`src/rtl/stage_reg_skid.sv`:
```
// Pipeline stage register with a two-entry skid buffer, flush-to-bubble and Tnew aging.
// in_ready comes straight from state, so downstream stalls never reach upstream combinationally.
module stage_reg_skid #(
  parameter int                 DATA_W   = 32,
  parameter int                 NUM_DATA = 3,
  parameter int                 TNEW_W   = 2,
  parameter logic [DATA_W-1:0]  RESET_PC = DATA_W'(32'h3000),
  parameter bit                 TNEW_DEC = 1'b1
) (
  input  logic                       clk,
  input  logic                       reset,
  input  logic                       flush,
  input  logic                       in_valid,
  output logic                       in_ready,
  input  logic [DATA_W-1:0]          in_pc,
  input  logic [DATA_W-1:0]          in_instr,
  input  logic [NUM_DATA*DATA_W-1:0] in_data,
  input  logic [TNEW_W-1:0]          in_Tnew,
  output logic                       out_valid,
  input  logic                       out_ready,
  output logic [DATA_W-1:0]          out_pc,
  output logic [DATA_W-1:0]          out_instr,
  output logic [NUM_DATA*DATA_W-1:0] out_data,
  output logic [TNEW_W-1:0]          out_Tnew,
  output logic [1:0]                 occupancy
);

  // Encoding doubles as the entry count driven on occupancy.
  typedef enum logic [1:0] {
    EMPTY = 2'd0,
    ONE   = 2'd1,
    FULL  = 2'd2
  } state_t;

  typedef struct packed {
    logic [DATA_W-1:0]          pc;
    logic [DATA_W-1:0]          instr;
    logic [NUM_DATA*DATA_W-1:0] data;
    logic [TNEW_W-1:0]          tnew;
  } entry_t;

  function automatic entry_t bubble_entry();
    entry_t e;
    e.pc    = RESET_PC;
    e.instr = '0;
    e.data  = '0;
    e.tnew  = '0;
    return e;
  endfunction

  function automatic logic [TNEW_W-1:0] age_tnew(input logic [TNEW_W-1:0] t);
    if (TNEW_DEC && (t != '0)) begin
      age_tnew = t - TNEW_W'(1);
    end else begin
      age_tnew = t;
    end
  endfunction

  state_t state_r, state_nxt;
  entry_t main_r, main_nxt;
  entry_t skid_r, skid_nxt;
  entry_t incoming;
  logic   accept;
  logic   consume;

  assign in_ready  = (state_r != FULL);
  assign out_valid = (state_r != EMPTY);
  assign occupancy = state_r;
  assign out_pc    = main_r.pc;
  assign out_instr = main_r.instr;
  assign out_data  = main_r.data;
  assign out_Tnew  = main_r.tnew;

  assign accept  = in_valid & in_ready;
  assign consume = out_valid & out_ready;

  // Tnew is aged once on capture and then frozen while the entry waits.
  always_comb begin
    incoming.pc    = in_pc;
    incoming.instr = in_instr;
    incoming.data  = in_data;
    incoming.tnew  = age_tnew(in_Tnew);
  end

  // Next-state and entry updates; the main entry is rewritten to a bubble whenever it empties.
  always_comb begin
    state_nxt = state_r;
    main_nxt  = main_r;
    skid_nxt  = skid_r;
    if (flush) begin
      state_nxt = EMPTY;
      main_nxt  = bubble_entry();
      skid_nxt  = bubble_entry();
    end else begin
      case (state_r)
        EMPTY: begin
          if (accept) begin
            main_nxt  = incoming;
            state_nxt = ONE;
          end else begin
            state_nxt = EMPTY;
          end
        end
        ONE: begin
          if (accept && consume) begin
            main_nxt = incoming;
          end else if (accept) begin
            skid_nxt  = incoming;
            state_nxt = FULL;
          end else if (consume) begin
            main_nxt  = bubble_entry();
            state_nxt = EMPTY;
          end else begin
            state_nxt = ONE;
          end
        end
        FULL: begin
          if (consume) begin
            main_nxt  = skid_r;
            skid_nxt  = bubble_entry();
            state_nxt = ONE;
          end else begin
            state_nxt = FULL;
          end
        end
        default: begin
          state_nxt = EMPTY;
          main_nxt  = bubble_entry();
          skid_nxt  = bubble_entry();
        end
      endcase
    end
  end

  // State and both entries, cleared to bubbles on reset.
  always_ff @(posedge clk) begin
    if (reset) begin
      state_r <= EMPTY;
      main_r  <= bubble_entry();
      skid_r  <= bubble_entry();
    end else begin
      state_r <= state_nxt;
      main_r  <= main_nxt;
      skid_r  <= skid_nxt;
    end
  end

endmodule

```
`config.mk`:
```
export PLATFORM = sky130hd
export DESIGN_NAME = stage_reg_skid
export DESIGN_NICKNAME = d
export VERILOG_FILES = /design/src/rtl/stage_reg_skid.sv
export SDC_FILE = /design/constraint.sdc
export NUM_CORES = 1
export LEC_CHECK = 0
export BUFFER_PORTS_ARGS = -buffer_cell sky130_fd_sc_hd__buf_4
export CORE_UTILIZATION = 35
export CTS_BUF_LIST = sky130_fd_sc_hd__clkbuf_4 sky130_fd_sc_hd__clkbuf_8
export DETAILED_ROUTE_END_ITERATION = 16
export GPL_TIMING_DRIVEN = 0
export PLACE_DENSITY = 0.54
export SLEW_MARGIN = 0
export SYNTH_ARGS = -nofsm -noshare
export SYNTH_HDL_FRONTEND = slang
export SYNTH_SLANG_ARGS = --single-unit
```
`constraint.sdc`:
```
create_clock -name clk -period 1.9 [get_ports clk]
set_input_delay 0.38 -clock clk [delete_from_list [all_inputs] [get_ports clk]]
set_output_delay 0.38 -clock clk [all_outputs]
set_load 0.1 [all_outputs]
```
# After elaboration in Yosys (flattened, before gate mapping)

Cells that the tools add are included.

Add/sub/neg operators: 1
Reduce and logical (&&, ||, !) cells: 7
Equal/unequal tests: 9
Shifts and indexed selects: 0
Bitwise operators: 3
Divide/modulo/power cells: 0
Multiply operators: 0
Muxes and demuxes: 15
Order comparisons: 0

Operator list:

| kind                  | number |
|---|---|
| $mux W162             | 6 |
| $pmux W162 S3         | 2 |
| $ne A2 B2 Y1 const B  | 5 |
| $mux W2               | 4 |
| $reduce_and A4 Y1     | 2 |
| $ne A3 B3 Y1 const B  | 2 |
| $pmux W2 S3           | 1 |
| $reduce_bool A2 Y1    | 2 |
| $and A1 B1 Y1         | 2 |
| $eq A2 B1 Y1 const B  | 1 |
| $eq A2 B2 Y1 const B  | 1 |
| $logic_not A2 Y1      | 1 |
| $mux W1               | 2 |
| $reduce_or A2 Y1      | 1 |
| $sub A2 B1 Y2 const B | 1 |
| $logic_and A1 B1 Y1   | 1 |
| $not A1 Y1            | 1 |

Bits of input ports: 167
Register bits: 326
Memories kept: 0
Memory bits (read-only): 0
Memory bits (writable): 0
Output and inout port bits: 166
Bits in latches: 0
Logic and storage cells: 44

# Logic depth before layout (Yosys ltp)

Word-level depth: 6
Gate-level depth with buffers: 8
Gate-level depth less buffers: 4

# Worst setup path after synthesis

Ideal clock, no wire load.

Path kind: reg2reg
Start point: register state_r[0] (netlist: occupancy[0])
End point: register main_r (netlist bit out_Tnew[0])
Required time: 1768 ps
Path buffers: 1
Data arrival time: 2430 ps
Library setup time: 132 ps
Cell stages (with the launch flop): 6
Slack: -662 ps
Clock period less this slack: 2562 ps
Cell sequence: dfxtp_1 > buf_2 > nand2b_1 > o22ai_1 > o21ai_0 > a21oi_1

Word-level cells in the longest chain between the ends: 5
Elaborated cells on any way between the ends: 15
Classes of those cells: eq/ne: 7; mux: 2; bitwise: 2; reduce/logical: 4

Ends and longest elaborated chain:

| item                                                                       | line | RTL |
|---|---|---|
| from (decl)                                                                | 59   | `state_t state_r, state_nxt;` |
| from (signal assigned)                                                     | 142  | `state_r <= state_nxt;` |
| $ne A2 B2 Y1 (*)                                                           | 66   | `assign in_ready = (state_r != FULL);` |
| net in_ready                                                               | 14   | `output logic in_ready,` |
| $and A1 B1 Y1 (*)                                                          | 74   | `assign accept = in_valid & in_ready;` |
| $logic_and A1 B1 Y1                                                        | 105  | `if (accept && consume) begin` |
| $ne A3 B3 Y1 (no source line) / $mux W162 (equally long branches)          | -    |  |
| $reduce_and A4 Y1 (no source line) / $pmux W162 S3 (equally long branches) | -    |  |
| to (signal assigned)                                                       | 139  | `main_r <= bubble_entry();` |
| to (signal assigned)                                                       | 143  | `main_r <= main_nxt;` |
| to (decl)                                                                  | 60   | `entry_t main_r, main_nxt;` |

The timed path passes the listed nets; every way through them passes the cells marked *.
A chain may end at the register's enable or synchronous reset.

# Worst setup path in the final report

Start point: register state_r[1] (netlist: occupancy[1])
End point: output out_valid

Word-level cells in the longest chain between the ends: 1

Ends and longest elaborated chain:

| item               | line | RTL |
|---|---|---|
| $reduce_bool A2 Y1 | 67   | `assign out_valid = (state_r != EMPTY);` |
| to (decl)          | 19   | `output logic out_valid,` |

No other way between the ends.

==> summary.md <==
| Metric | Value |
|---|---|
| Antenna violations before repair | `2` |
| Final setup violation count | `1` |
| Count of flip-flops with a built-in enable after synthesis | `0` |
| Final critical-path share of the clock period | `102%` |
| Remaining Overflow, GRT | `0` |
| Pwr per Cell Area | `881 nW/um^2` |
| Main combinational cell family by area after synthesis | `compound AO/OA/AOI/OAI gates` |
| Syn-to-layout area delta | `33.6%` |
| Setup slack of the critical path after layout | `-40.8 ps` |
| Detailed Place HPWL | `37.7 mm` |
| Xor-xnor portion of the synthesized cell area | `0%` |
| Vias in the first global route | `13,965` |
| Final hold vios | `0` |
| Fraction of layout cells with a size suffix above 1 | `25.6%` |
| Skew final | `17.6 ps` |
| Routed length per placed instance | `19.9 um` |
| Top cells by count, synth | `sky130_fd_sc_hd__dfxtp_1, sky130_fd_sc_hd__nand2_1, sky130_fd_sc_hd__nor2_1` |
| Dominant cell by count in the synthesized netlist | `sky130_fd_sc_hd__dfxtp_1` |
| Die X | `210 um` |
| CP endpoint kind | `output pin` |
| Placer's final routability congestion estimate | `0.816` |
| Avg Cell Area, Syn | `9.03 um^2` |
| Utilization after layout | `47.7%` |
| Lkg Pwr | `7.99 nW` |
| Maximum fanout along the worst path | `5` |
| Share of async-settable or async-resettable flops after synthesis | `0%` |
| Worst r2r dst | `out_data[94]$_SDFFE_PP0P_` |
| CTS buffer count | `59` |
| Num Clock Sinks | `326` |
| Yosys cell types | `30` |
| Count of placed standard cells in the final layout, fillers left out | `2,692` |
| Hold WS | `49.0 ps` |
| Clock root buffer master | `sky130_fd_sc_hd__clkbuf_8` |
| CTS tree | `yes` |
| Cell-by-cell listing of the critical path | `buf_12, or2_4, buf_12` |
| Core region area | `42,200 um^2` |
| Area share of and/or/nand/nor cells after synthesis | `15.5%` |
| All-Layer GR Usage | `23.6%` |
| First-pass GRT wire length | `81.2 mm` |
| Period minus WS final | `1940 ps` |
| Number of cells in the design after placement | `2,539` |
| Number of buffers between clock root and the deepest sink | `3` |
| Quantity of I/O buffers inserted on ports | `332` |
| Max-Cap Viols | `0` |
| Count of warnings emitted by yosys | `0` |
| Maximum VDD drop | `630 uV` |
| DRC marker count from the first detailed-route iteration | `764` |
| Post-synth net total | `1,835` |
| Clk slew on worst S/H paths | `60 ps` |
| Min-delay src | `in_pc[16]` |
| Die area | `43,900 um^2` |
| Fraction of power consumed by combinational cells | `19.6%` |
| Count of unresolved DRC violations after routing | `0` |
| Worst min-delay path category | `input pin to flop` |
| Maximum clock frequency | `0.515 GHz` |
| #FFs+latches synth | `326` |
| Effective utilization at floorplan | `35.7%` |
| Total Nets Final | `2,277` |
| Int Power | `0.0123 W` |
| Crit-path slowest cell | `sky130_fd_sc_hd__dfxtp_4` |
| Area fraction of the dominant cell type after synthesis | `43.3%` |
| Fraction of power spent switching nets | `30.5%` |
| Hold path endpoint | `out_pc[16]$_SDFFE_PP0P_` |
| Share of power burned in the clock network | `40.3%` |
| Ranking of synthesized cells by area | `sky130_fd_sc_hd__dfxtp_1, sky130_fd_sc_hd__mux2i_1, sky130_fd_sc_hd__a2bb2oi_1` |
| Result of the run | `finished, violations left` |
| Actual transition at the worst max-transition pin | `892 ps` |
| Most numerous cell on the critical path | `sky130_fd_sc_hd__buf_12` |
| Number of antenna-violating nets in the routed design | `0` |
| Share of cell area taken by muxes after synthesis | `11.0%` |
| Hold path cells | `3` |
| Drt pass-1 iters | `5` |
| Placement row count | `75` |
| I/O pins | `333` |
| Reg-to-Reg Start | `occupancy[1]$_SDFFE_PP0P_` |
| Worst-skew pair later-pin latency | `650 ps` |
| Synth Cell Area | `15,100 um^2` |
| Failing checks | `setup timing` |
| Top cell type by total area after synthesis | `sky130_fd_sc_hd__dfxtp_1` |
| Max_slew headroom | `40.5%` |
| Adder-cell area share of the yosys netlist | `0%` |
| Proportion of synthesized chip area in sequential cells | `43.3%` |
| Worst path arrival time | `1560 ps` |
| Chip height | `210 um` |
| Pin count of the biggest net entering global routing | `20` |
| Leading register cell type out of synthesis | `sky130_fd_sc_hd__dfxtp_1` |
| Worst setup path class | `flop to output pin` |
| Via count normalized by instance count | `5.33` |
| Setup repair after global routing missed its margin | `true` |
| Vias | `14,360` |
| Worst Reg2Reg Path Length in Cells | `7` |
| Max incr delay on CP | `370 ps` |
| Reg2reg setup slack | `80 ps` |
| Number of max-slew violations in the final report | `0` |
| Post-Syn Instances | `1,668` |
| Fraction of power consumed by sequential logic | `40.0%` |
| Worst setup SP type | `flop` |
| Routed WL | `53.4 mm` |
| Psw | `0.00542 W` |
| H-tree depth | `2` |
| Synth Area in Compound Gates | `24.5%` |
| Critical Path RT | `1520 ps` |
-- power groups by stage --
stage	logic, W	clock network [W]	registers, W
after floorplan	0.00123	0	0.00831
after global placement	0.00337	0	0.00724
after detailed placement	0.00338	0	0.00725
after CTS	0.00348	0.00735	0.00710
after global routing	0.00368	0.00767	0.00712
final	0.00349	0.00716	0.00710
-- cells in the final DEF (no fill, tap or decap), types with 5 or more instances in the layout --
master and instances:
sky130_fd_sc_hd__buf_6 11, sky130_fd_sc_hd__a21oi_1 159, sky130_fd_sc_hd__dlygate4sd3_1 46, sky130_fd_sc_hd__buf_1 5, sky130_fd_sc_hd__clkbuf_8 78, sky130_fd_sc_hd__a2bb2oi_1 156, sky130_fd_sc_hd__nand2_1 167, sky130_fd_sc_hd__mux2i_1 163
sky130_fd_sc_hd__buf_2 29, sky130_fd_sc_hd__a32oi_1 155, sky130_fd_sc_hd__clkbuf_1 75, sky130_fd_sc_hd__dfxtp_1 324, sky130_fd_sc_hd__buf_4 356, sky130_fd_sc_hd__nor2_1 166, sky130_fd_sc_hd__and2_1 160, sky130_fd_sc_hd__clkbuf_2 29
sky130_fd_sc_hd__clkbuf_4 30
-- through the flow --
step	cell area (um^2)	worst slack [ps]	TNS [ps]	power, W
floorplan	15100	36.7	0	0.00954
global placement	18200	-675	-150080	0.0106
detailed placement	18200	-655	-153700	0.0106
CTS	20100	-74.8	-74.8	0.0179
global route	20100	-87.9	-87.9	0.0185
finish	20100	-40.8	-40.8	0.0177
-- critical path, delay by kind of cell, from the launching register on --
family	cells	cell delay (ps)
flip-flops	1	370
buffers and inverters	2	300
AND/OR/NAND/NOR	1	250
-- worst max-delay path by stage --
stage | from | end | slack [ps]
4_1_cts | occupancy[1]$_SDFFE_PP0P_ | out_valid | -70
2_1_floorplan | occupancy[1]$_SDFFE_PP0P_ | out_instr[10]$_SDFFE_PP0P_ | 40
6_report | occupancy[1]$_SDFFE_PP0P_ | out_valid | -40
3_3_place_gp | flush | out_data[22]$_SDFFE_PP0P_ | -670
5_1_grt | occupancy[1]$_SDFFE_PP0P_ | out_valid | -90
3_5_place_dp | flush | out_data[25]$_SDFFE_PP0P_ | -650
-- registers in the layout (all words and copies together), names as in the netlist --
register and cells:
out_instr 32, out_Tnew 2, out_data 96, out_pc 32, occupancy 2, skid_r 162
-- layout make-up --
cell class,count,area [um^2]
fillers,4140,22100
multi-input cells,1160,7680
flip-flops and latches,326,6530
repair buffers,383,3010
clock buffers,100,1240
plain buffers,179,952
well taps,539,674
clock inverters,3,40.0
inverters,1,3.75
diodes,1,2.50
-- metal layers --
metal	vias to the layer above	routed length (um)	GRT usage [%]
li1	6950	-	-
met1	6969	24800	32.1
met4	2	1040	6.72
met5	-	17	0
met3	72	3130	5.49
met2	367	24500	37.3
-- cell families (layout without fill, tap and decap cells) --
logic type	after synthesis	in the layout
AOI/OAI and AO/OA	490	490
other	0	1
muxes	165	165
and+or+nand+nor	505	505
buffers and inverters	182	666
DFF	326	326
-- what timing repair did --
item / in CTS / in global routing
hold buffers: 46 / 0
setup endpoints to repair: 265 / 168
buffers inserted: 4 / 1
gates resized for setup: 28 / 44
endpoints found under the hold margin: 46 / 0
Power figures use the tool's default switching activity.
